[src/rtl/io_stim_gen.sv]
// io_stim_gen
//   Stimulus source for the sc_computer input ports. It drives NCH channels of
//   WIDTH bits each. Every channel has its own update mode and period. The block
//   also sequences the DUT reset: after start it holds dut_resetn low for
//   RST_CYCLES cycles and then enters RUN.
//
//   Optional feature macro: STIM_LFSR_EN
//     defined   -> mode 2'b11 is a Galois LFSR (shifts right, 0 is replaced by 1)
//     undefined -> mode 2'b11 behaves as HOLD and no LFSR logic is built
//
// Ports
//   mem_clk     in   system clock, rising edge
//   resetn      in   asynchronous active-low reset
//   start       in   pulse: run the reset sequence, then RUN
//   stop        in   pulse: return to IDLE (wins over start)
//   pause       in   level: freeze channel updates and run_cycles while in RUN
//   cfg_we      in   write the channel config this cycle
//   cfg_ch      in   channel index for the config write (index >= NCH is ignored)
//   cfg_mode    in   00 HOLD, 01 COUNT, 10 TOGGLE, 11 LFSR
//   cfg_period  in   update every max(cfg_period,1) unpaused RUN cycles
//   cfg_init    in   value loaded into the channel on a config write
//   ch_out      out  channel k at [k*WIDTH +: WIDTH]
//   dut_resetn  out  registered DUT reset, active low, high only in RUN
//   running     out  registered, 1 in RUN (including while paused)
//   run_cycles  out  number of unpaused RUN cycles, wraps, cleared only by resetn

module io_stim_gen #(
  parameter int NCH        = 2,
  parameter int WIDTH      = 4,
  parameter int PW         = 8,
  parameter int RST_CYCLES = 5
) (
  input  logic                                   mem_clk,
  input  logic                                   resetn,
  input  logic                                   start,
  input  logic                                   stop,
  input  logic                                   pause,
  input  logic                                   cfg_we,
  input  logic [(NCH > 1 ? $clog2(NCH) : 1)-1:0] cfg_ch,
  input  logic [1:0]                             cfg_mode,
  input  logic [PW-1:0]                          cfg_period,
  input  logic [WIDTH-1:0]                       cfg_init,
  output logic [NCH*WIDTH-1:0]                   ch_out,
  output logic                                   dut_resetn,
  output logic                                   running,
  output logic [31:0]                            run_cycles
);

  localparam int CHW = (NCH > 1) ? $clog2(NCH) : 1;
  localparam int RCW = (RST_CYCLES > 1) ? $clog2(RST_CYCLES) : 1;

  localparam logic [1:0] MODE_HOLD   = 2'b00;
  localparam logic [1:0] MODE_COUNT  = 2'b01;
  localparam logic [1:0] MODE_TOGGLE = 2'b10;
  localparam logic [1:0] MODE_LFSR   = 2'b11;

`ifdef STIM_LFSR_EN
  // Maximal-length Galois polynomials with the x^WIDTH term removed; that term
  // is added back as the MSB of the tap mask below.
  function automatic logic [31:0] lfsr_poly(input int w);
    case (w)
      2:  lfsr_poly = 32'h0000_0001;
      3:  lfsr_poly = 32'h0000_0002;
      4:  lfsr_poly = 32'h0000_0004;
      5:  lfsr_poly = 32'h0000_0004;
      6:  lfsr_poly = 32'h0000_0010;
      7:  lfsr_poly = 32'h0000_0020;
      8:  lfsr_poly = 32'h0000_0038;
      9:  lfsr_poly = 32'h0000_0010;
      10: lfsr_poly = 32'h0000_0040;
      11: lfsr_poly = 32'h0000_0100;
      12: lfsr_poly = 32'h0000_0029;
      13: lfsr_poly = 32'h0000_000D;
      14: lfsr_poly = 32'h0000_0015;
      15: lfsr_poly = 32'h0000_2000;
      16: lfsr_poly = 32'h0000_5008;
      17: lfsr_poly = 32'h0000_2000;
      18: lfsr_poly = 32'h0000_0400;
      19: lfsr_poly = 32'h0000_0023;
      20: lfsr_poly = 32'h0001_0000;
      21: lfsr_poly = 32'h0004_0000;
      22: lfsr_poly = 32'h0010_0000;
      23: lfsr_poly = 32'h0002_0000;
      24: lfsr_poly = 32'h0061_0000;
      25: lfsr_poly = 32'h0020_0000;
      26: lfsr_poly = 32'h0000_0023;
      27: lfsr_poly = 32'h0000_0013;
      28: lfsr_poly = 32'h0100_0000;
      29: lfsr_poly = 32'h0400_0000;
      30: lfsr_poly = 32'h0000_0029;
      31: lfsr_poly = 32'h0800_0000;
      32: lfsr_poly = 32'h0020_0003;
      default: lfsr_poly = 32'h0000_0000;
    endcase
  endfunction

  localparam logic [31:0]      LFSR_POLY = lfsr_poly(WIDTH);
  localparam logic [WIDTH-1:0] LFSR_MSB  = WIDTH'(1) << (WIDTH - 1);
  localparam logic [WIDTH-1:0] LFSR_MASK = LFSR_MSB ^ LFSR_POLY[WIDTH-1:0];
`endif

  // Value a channel takes when its period expires.
  function automatic logic [WIDTH-1:0] next_val(input logic [1:0] m,
                                                input logic [WIDTH-1:0] v);
    case (m)
      MODE_COUNT:  next_val = v + WIDTH'(1);
      MODE_TOGGLE: next_val = ~v;
`ifdef STIM_LFSR_EN
      MODE_LFSR: begin
        if (v == '0) next_val = WIDTH'(1);
        else         next_val = (v >> 1) ^ (v[0] ? LFSR_MASK : '0);
      end
`endif
      default:     next_val = v;
    endcase
  endfunction

  typedef enum logic [1:0] {S_IDLE, S_RSTSEQ, S_RUN} state_t;

  state_t           state;
  logic [RCW-1:0]   rst_cnt;
  logic             tick_en;

  assign tick_en = (state == S_RUN) && !pause;

  // Run-control FSM. dut_resetn and running are registered together with the
  // state, so they change on the same edge on which the state changes.
  always_ff @(posedge mem_clk or negedge resetn) begin
    if (!resetn) begin
      state      <= S_IDLE;
      rst_cnt    <= '0;
      dut_resetn <= 1'b0;
      running    <= 1'b0;
    end else begin
      case (state)
        S_IDLE: begin
          if (start && !stop) begin
            if (RST_CYCLES == 0) begin
              state      <= S_RUN;
              dut_resetn <= 1'b1;
              running    <= 1'b1;
            end else begin
              state   <= S_RSTSEQ;
              rst_cnt <= '0;
            end
          end
        end
        S_RSTSEQ: begin
          if (stop) begin
            state <= S_IDLE;
          end else if (rst_cnt == RCW'(RST_CYCLES - 1)) begin
            state      <= S_RUN;
            dut_resetn <= 1'b1;
            running    <= 1'b1;
          end else begin
            rst_cnt <= rst_cnt + RCW'(1);
          end
        end
        S_RUN: begin
          if (stop) begin
            state      <= S_IDLE;
            dut_resetn <= 1'b0;
            running    <= 1'b0;
          end
        end
        default: begin
          state      <= S_IDLE;
          dut_resetn <= 1'b0;
          running    <= 1'b0;
        end
      endcase
    end
  end

  // Unpaused RUN cycle counter. It survives stop and is cleared only by resetn.
  always_ff @(posedge mem_clk or negedge resetn) begin
    if (!resetn) run_cycles <= '0;
    else if (tick_en) run_cycles <= run_cycles + 32'd1;
  end

  for (genvar k = 0; k < NCH; k++) begin : g_ch
    logic [1:0]       mode;
    logic [PW-1:0]    period;
    logic [PW-1:0]    cnt;
    logic [WIDTH-1:0] val;
    logic             hit;

    // Periods 0 and 1 both mean "update every cycle".
    assign hit = (period <= PW'(1)) ? (cnt == '0) : (cnt == period - PW'(1));

    // Per-channel state. A config write takes priority over a tick on the same
    // edge, and it restarts the period from zero.
    always_ff @(posedge mem_clk or negedge resetn) begin
      if (!resetn) begin
        mode   <= MODE_HOLD;
        period <= '0;
        cnt    <= '0;
        val    <= '0;
      end else if (cfg_we && (cfg_ch == CHW'(k))) begin
        mode   <= cfg_mode;
        period <= cfg_period;
        cnt    <= '0;
        val    <= cfg_init;
      end else if (tick_en) begin
        if (hit) begin
          cnt <= '0;
          val <= next_val(mode, val);
        end else begin
          cnt <= cnt + PW'(1);
        end
      end
    end

    assign ch_out[k*WIDTH +: WIDTH] = val;
  end

endmodule

[config.mk]
export PLATFORM = sky130hd
export DESIGN_NAME = io_stim_gen
export DESIGN_NICKNAME = d
export VERILOG_FILES = /design/src/rtl/io_stim_gen.sv
export SDC_FILE = /design/constraint.sdc
export NUM_CORES = 1
export LEC_CHECK = 0
export ABC_AREA = 1
export CORE_ASPECT_RATIO = 2
export CORE_UTILIZATION = 40
export CTS_CLUSTER_DIAMETER = 30
export CTS_CLUSTER_SIZE = 12
export DETAILED_ROUTE_END_ITERATION = 12
export GPL_ROUTABILITY_DRIVEN = 0
export HOLD_SLACK_MARGIN = 0.15
export SETUP_SLACK_MARGIN = 0.05
export SYNTH_ARGS = -nofsm -noshare
export SYNTH_HDL_FRONTEND = slang
export SYNTH_SLANG_ARGS = --single-unit
[constraint.sdc]
create_clock -name mem_clk -period 2.6 [get_ports mem_clk]
set_clock_uncertainty 0.05 [all_clocks]
set_input_delay 0.52 -clock mem_clk [delete_from_list [all_inputs] [get_ports mem_clk]]
set_output_delay 0.52 -clock mem_clk [all_outputs]
set_load 0.01 [all_outputs]
# Yosys cells after proc, flatten, opt, wreduce, memory -nomap -nowiden
# Cells that the tools add are included.
word_totals:
  regBits: 82
  inputBits: 21
  out_inout_bits: 42
  elab_cells: 91
op_classes:
  add_sub_neg: 8
  order_cmp: 2
  eq_ne: 15
  mux: 29
  bitwise_logic: 4
  reduce_logical: 21
op_table:
  columns: ["op", "count"]
  rows:
  - ["$mux 8", 6]
  - ["$add 32x1->32 const B", 1]
  - ["$mux 4", 6]
  - ["$add 8x1->8 const B", 2]
  - ["$eq 8x8->1", 2]
  - ["$le 8x1->1 const B", 2]
  - ["$logic_not 8->1", 2]
  - ["$pmux 4 s2", 2]
  - ["$sub 8x1->8 const B", 2]
  - ["$ne 2x2->1 const B", 5]
  - ["$reduce_bool 2->1", 5]
  - ["$mux 3", 3]
  - ["$reduce_and 3->1", 3]
  - ["$add 4x1->4 const B", 2]
  - ["$mux 2", 4]
  - ["$not 4->4", 2]
  - ["$reduce_and 4->1", 2]
  - ["$eq 2x1->1 const B", 3]
  - ["$eq 2x2->1 const B", 3]
  - ["$pmux 2 s3", 1]
  - ["$pmux 3 s2", 1]
  - ["$reduce_bool 3->1", 2]
  - ["$mux 1", 5]
  - ["$logic_and 1x1->1", 4]
  - ["7 further kinds", 9]

# Logic depth before layout (Yosys ltp)
logic_depth:
  depth_word: 6
  mapped_depth: 14
  depth_no_buf: 14

# Least setup slack after synthesis
# OpenSTA, ideal clock, no wires.
synth_path:
  kind: "reg2reg"
  start: "register g_ch[0].period[0]"
  end: "register g_ch[0].val[1]"
  setup_time_ps: 117
  t_arrival_ps: 1573
  required_time_ps: 2433
  path_slack_ps: 860
  stages_incl_launch_ff: 15
  path_buffers: 0
  period_less_slack_ps: 1740
  path_cell_list: "dfrtp_1 > inv_1 > ha_1 > nand2_1 > inv_1 > nor2_1 > nand2_1 > nor2_1 > nand3_1 > nor2_1 > nand3_1 > nand2_1 > nand2_1 > nand2_1 > nand2_1"
synth_via:
  elab_chain_cells: 5
  word_cells_on_any_way: 6
  classes_between: "add/sub: 1; order compare: 1; eq/ne: 1; mux: 1; reduce/logical: 2"
synth_lines:
  columns: ["item", "line_no", "source"]
  rows:
  - ["start: declaration", "183", "logic [PW-1:0] period;"]
  - ["start signal: assignment", "201", "period <= cfg_period;"]
  - ["$sub 8x1->8", "189", "assign hit = (period <= PW'(1)) ? (cnt == '0) : (cnt == period - PW'(1));"]
  - ["$eq 8x8->1", "189", null]
  - ["$mux 1 *", "189", null]
  - ["$reduce_bool 2->1 (no source line) *", null, null]
  - ["$reduce_and 3->1 (no source line) *", null, null]
  - ["end signal: assignment", "203", "val <= cfg_init;"]
  - ["end signal: assignment", "207", "val <= next_val(mode, val);"]
  - ["end: declaration", "185", "logic [WIDTH-1:0] val;"]
# Every way passes the cells marked *; elsewhere a longest branch is shown, timed or not.
# A chain may end at the register's enable or synchronous reset.

# Worst setup path after layout
layout_path:
  start: "register g_ch[1].period[0]"
  end: "register g_ch[1].val[2]"
layout_via:
  elab_chain_cells: 5
  word_cells_on_any_way: 6
  classes_between: "add/sub: 1; order compare: 1; eq/ne: 1; mux: 1; reduce/logical: 2"
layout_lines:
  columns: ["item", "line_no"]
  rows:
  - ["start: declaration", "183"]
  - ["start signal: assignment", "201"]
  - ["$sub 8x1->8", "189"]
  - ["$eq 8x8->1", "189"]
  - ["$mux 1 *", "189"]
  - ["$reduce_bool 2->1 (no source line) *", null]
  - ["$reduce_and 3->1 (no source line) *", null]
  - ["end signal: assignment", "203"]
  - ["end signal: assignment", "207"]
  - ["end: declaration", "185"]
# Marked as above.

==> flow_summary.ini <==
[synthesis]
syn_area_um2 = 4870
synth_area_per_cell_um2 = 7.83
netlist_instances = 622
synth_flop_cell = dfrtp_1
synth.distinct_cells = 39
synth-seq-cells = 82
synth_top_family_by_area = simple AND/OR/NAND/NOR gates
async_flop_share_pct = 100
synthAdderAreaFrac_pct = 3.34
synth_compound_area_share_pct = 6.97
ys.warnings.count = 0
synthMuxAreaShare_pct = 0
synth-simple-area-share_pct = 29.9
synth_edf_count = 0
synth_fp_nets = 656
synth_xor_area_share_pct = 10.3
ys_seq_area_share_pct = 42.2

[run_status]
status = complete, no violations

[cells_and_area]
fin_area_um2 = 5940
fillers = 1136
final_common_cell = nand2_1
final_net_count = 723
diodes = 0
drive_gt1_share_pct = 6.92
most-common-layout-cells = 165 x nand2_1, 82 x dfrtp_1, 73 x inv_1
syn2layout_area_growth_pct = 22.0

[sta]
max_slew_margin_pct = 71.9
rsz0062_at_grt = false
hold_viol_final = 0
worst_pin_slew_ns = 0.418
drv_slew = 0
setup_viol = 0
post-route-period-util_pct = 83.1
fmaxAchievable_ghz = 0.463
setup_tns_ns = 0
post-route-min-period_ns = 2.16

[clocking]
cts_buffer_depth = 2
cts_buffers = 9
path_clk_slew_ns = 0.07
tritoncts = built
root_buffer = clkbuf_16
insertion_delay_ns = 0.34
cts_max_level = 3
cts_sinks = 82
cts_resized = 0

[global_routing]
gr-max-usage-layer = met2
grt_util_met1_pct = 20.8
grt_usage_pct = 20.9
grt_max_degree = 35
antenna_found_initial = 0
grtUsageMet3_pct = 3.63
grt_pass1_vias = 4281
grt_overflow = 0
grt_use_met2_pct = 41.1
grt_pass1_wl_um = 20100

[die]
die_w_um = 80
initial_core_util_pct = 41.3
rows = 56
core-area_um2 = 11800
die_h_um = 158
die_area_um2 = 12600
ios = 63

[worst_setup_path]
arrival_ns = 2.34
regToRegStartpoint = g_ch[1].period[0]
reg2reg_to = g_ch[1].val[2]
worstPathRequired_ns = 2.78
critPathCaptureType = flop
r2r_setup_slack_ns = 0.44
r2r_cells = 11
critPathKind = flop to flop
startpoint_type = flop
path_max_fanout = 12

[routing]
ant_nets = 0
drtIter0Drc = 231
firstDrtPassIters = 4
drcViolationCount = 0
vias_per_cell = 5.07
wl_per_cell_um = 14.8
num_vias = 4254
drt_wl_total_um = 12400

[power_and_ir_drop]
p_int_mw = 2.75
clock_power_share_pct = 28.3
swShare_pct = 36.5
p_leak_nw = 2.83
power_frac_comb_pct = 30.5
p_sw_mw = 1.58
ir_drop_mv = 0.486
power_density_nw_per_um2 = 730
share_seq_of_total_power_pct = 41.1

[placement]
hpwl_um = 9550
portBuffers = 62
placed_area_um2 = 5640

[worst_hold_path]
hold_path_depth = 2
hold_path_class = flop to flop
hold_start = g_ch[1].mode[0]
min_to = g_ch[1].mode[0]

[run]
drv_cap = 0
==> through the flow <==
stage / hold slack (ns) / utilization (%) / setup WS, ns / power (mW) / instances
floorplan: 0.174 / - / 0.860 / 2.60 / 622
global placement: 0.426 / 47.9 / 0.238 / 3.07 / 822
detailed placement: 0.428 / 47.9 / 0.201 / 3.13 / 822
CTS: 0.459 / 50.4 / 0.436 / 4.38 / 839
global route: 0.474 / 50.4 / 0.225 / 4.64 / 839
finish: 0.455 / 50.4 / 0.439 / 4.33 / 839
==> kinds of logic after synthesis <==
group,after synthesis
DFF,82
xor gates and xnor gates,57
AOI/OAI and AO/OA,65
adders and majority gates,13
buffers and inverters,87
and+or+nand+nor,318
==> what timing repair did <==
| item | CTS | global route |
|---|---|---|
| hold buffers | 1 | 0 |
| setup buffers | 0 | 0 |
| endpoints found under the hold margin | 27 | 0 |
| endpoints found under the setup margin | 0 | 0 |
==> flip-flops by register name, indices dropped and copies added, names as in the netlist <==
name and count:
state 2, running 1, g_ch.period 16, g_ch.val 8, rst_cnt 3, run_cycles 32, g_ch.mode 4, g_ch.cnt 16
==> layout make-up <==
class | instances | area [um2] | share of cell area, %
Timing Repair Buffer | 69 | 686 | 11.5
Sequential cell | 82 | 2050 | 34.6
Clock inverter | 7 | 60.1 | 1.01
Multi-Input combinational cell | 453 | 2460 | 41.4
Inverter | 74 | 278 | 4.68
Tap cell | 145 | 181 | 3.06
Clock buffer | 9 | 225 | 3.79
==> Yosys cell counts (2+ instances only) <==
cell	n	area, um2
nor2_4	2	22.5
o21ai_0	35	175
clkbuf_1	4	15.0
nand4_1	12	75.1
nand3_2	2	20.0
o21a_1	2	15.0
buf_2	4	20.0
o21ai_1	3	15.0
nor2_1	58	218
inv_1	73	274
ha_1	13	163
nand2_2	5	31.3
nor2_2	7	43.8
o31ai_1	2	15.0
xnor2_1	22	193
nand3_1	38	190
nand3b_1	2	15.0
o22ai_1	2	12.5
dfrtp_1	82	2050
nand2_1	165	619
nor3_2	2	20.0
buf_6	3	33.8
nor3_1	13	65.1
xor2_1	35	307
nor4_1	3	18.8
a21oi_1	20	100
==> routing by layer <==
| layer | part of all wire (%) | routed length, um |
|---|---|---|
| met1 | 38 | 4730 |
| met2 | 56 | 6950 |
| met3 | 3.3 | 407 |
| met4 | 2.6 | 318 |
| met5 | 0 | 0 |
==> critical path: stages (launching register included) <==
cell and delay [ns]:
dfrtp_1 0.45, inv_1 0.13, ha_1 0.32, xnor2_1 0.13, nor2_1 0.14, nand3_1 0.10, nor2_2 0.10, nand3_2 0.10
nand2_2 0.22, nand2_1 0.16, nand2_1 0.09, nand2_1 0.05
==> power groups by stage <==
stage	clock network [mW]	logic [mW]	registers, mW
finish	1.23	1.32	1.78
global route	1.32	1.51	1.81
CTS	1.26	1.34	1.78
detailed placement	0	1.33	1.80
global placement	0	1.27	1.80
floorplan	0	0.835	1.77
==> worst max path at each step <==
stage	from	to	slack, ns
after floorplan	g_ch[0].period[0]	g_ch[0].val[1]	0.86
after global placement	pause	run_cycles[28]	0.24
after detailed placement	pause	run_cycles[22]	0.20
after CTS	g_ch[1].period[0]	g_ch[1].val[2]	0.44
after global routing	g_ch[0].period[0]	g_ch[0].val[0]	0.23
final	g_ch[1].period[0]	g_ch[1].val[2]	0.44
Note: power is estimated with default switching activity, not from simulation.
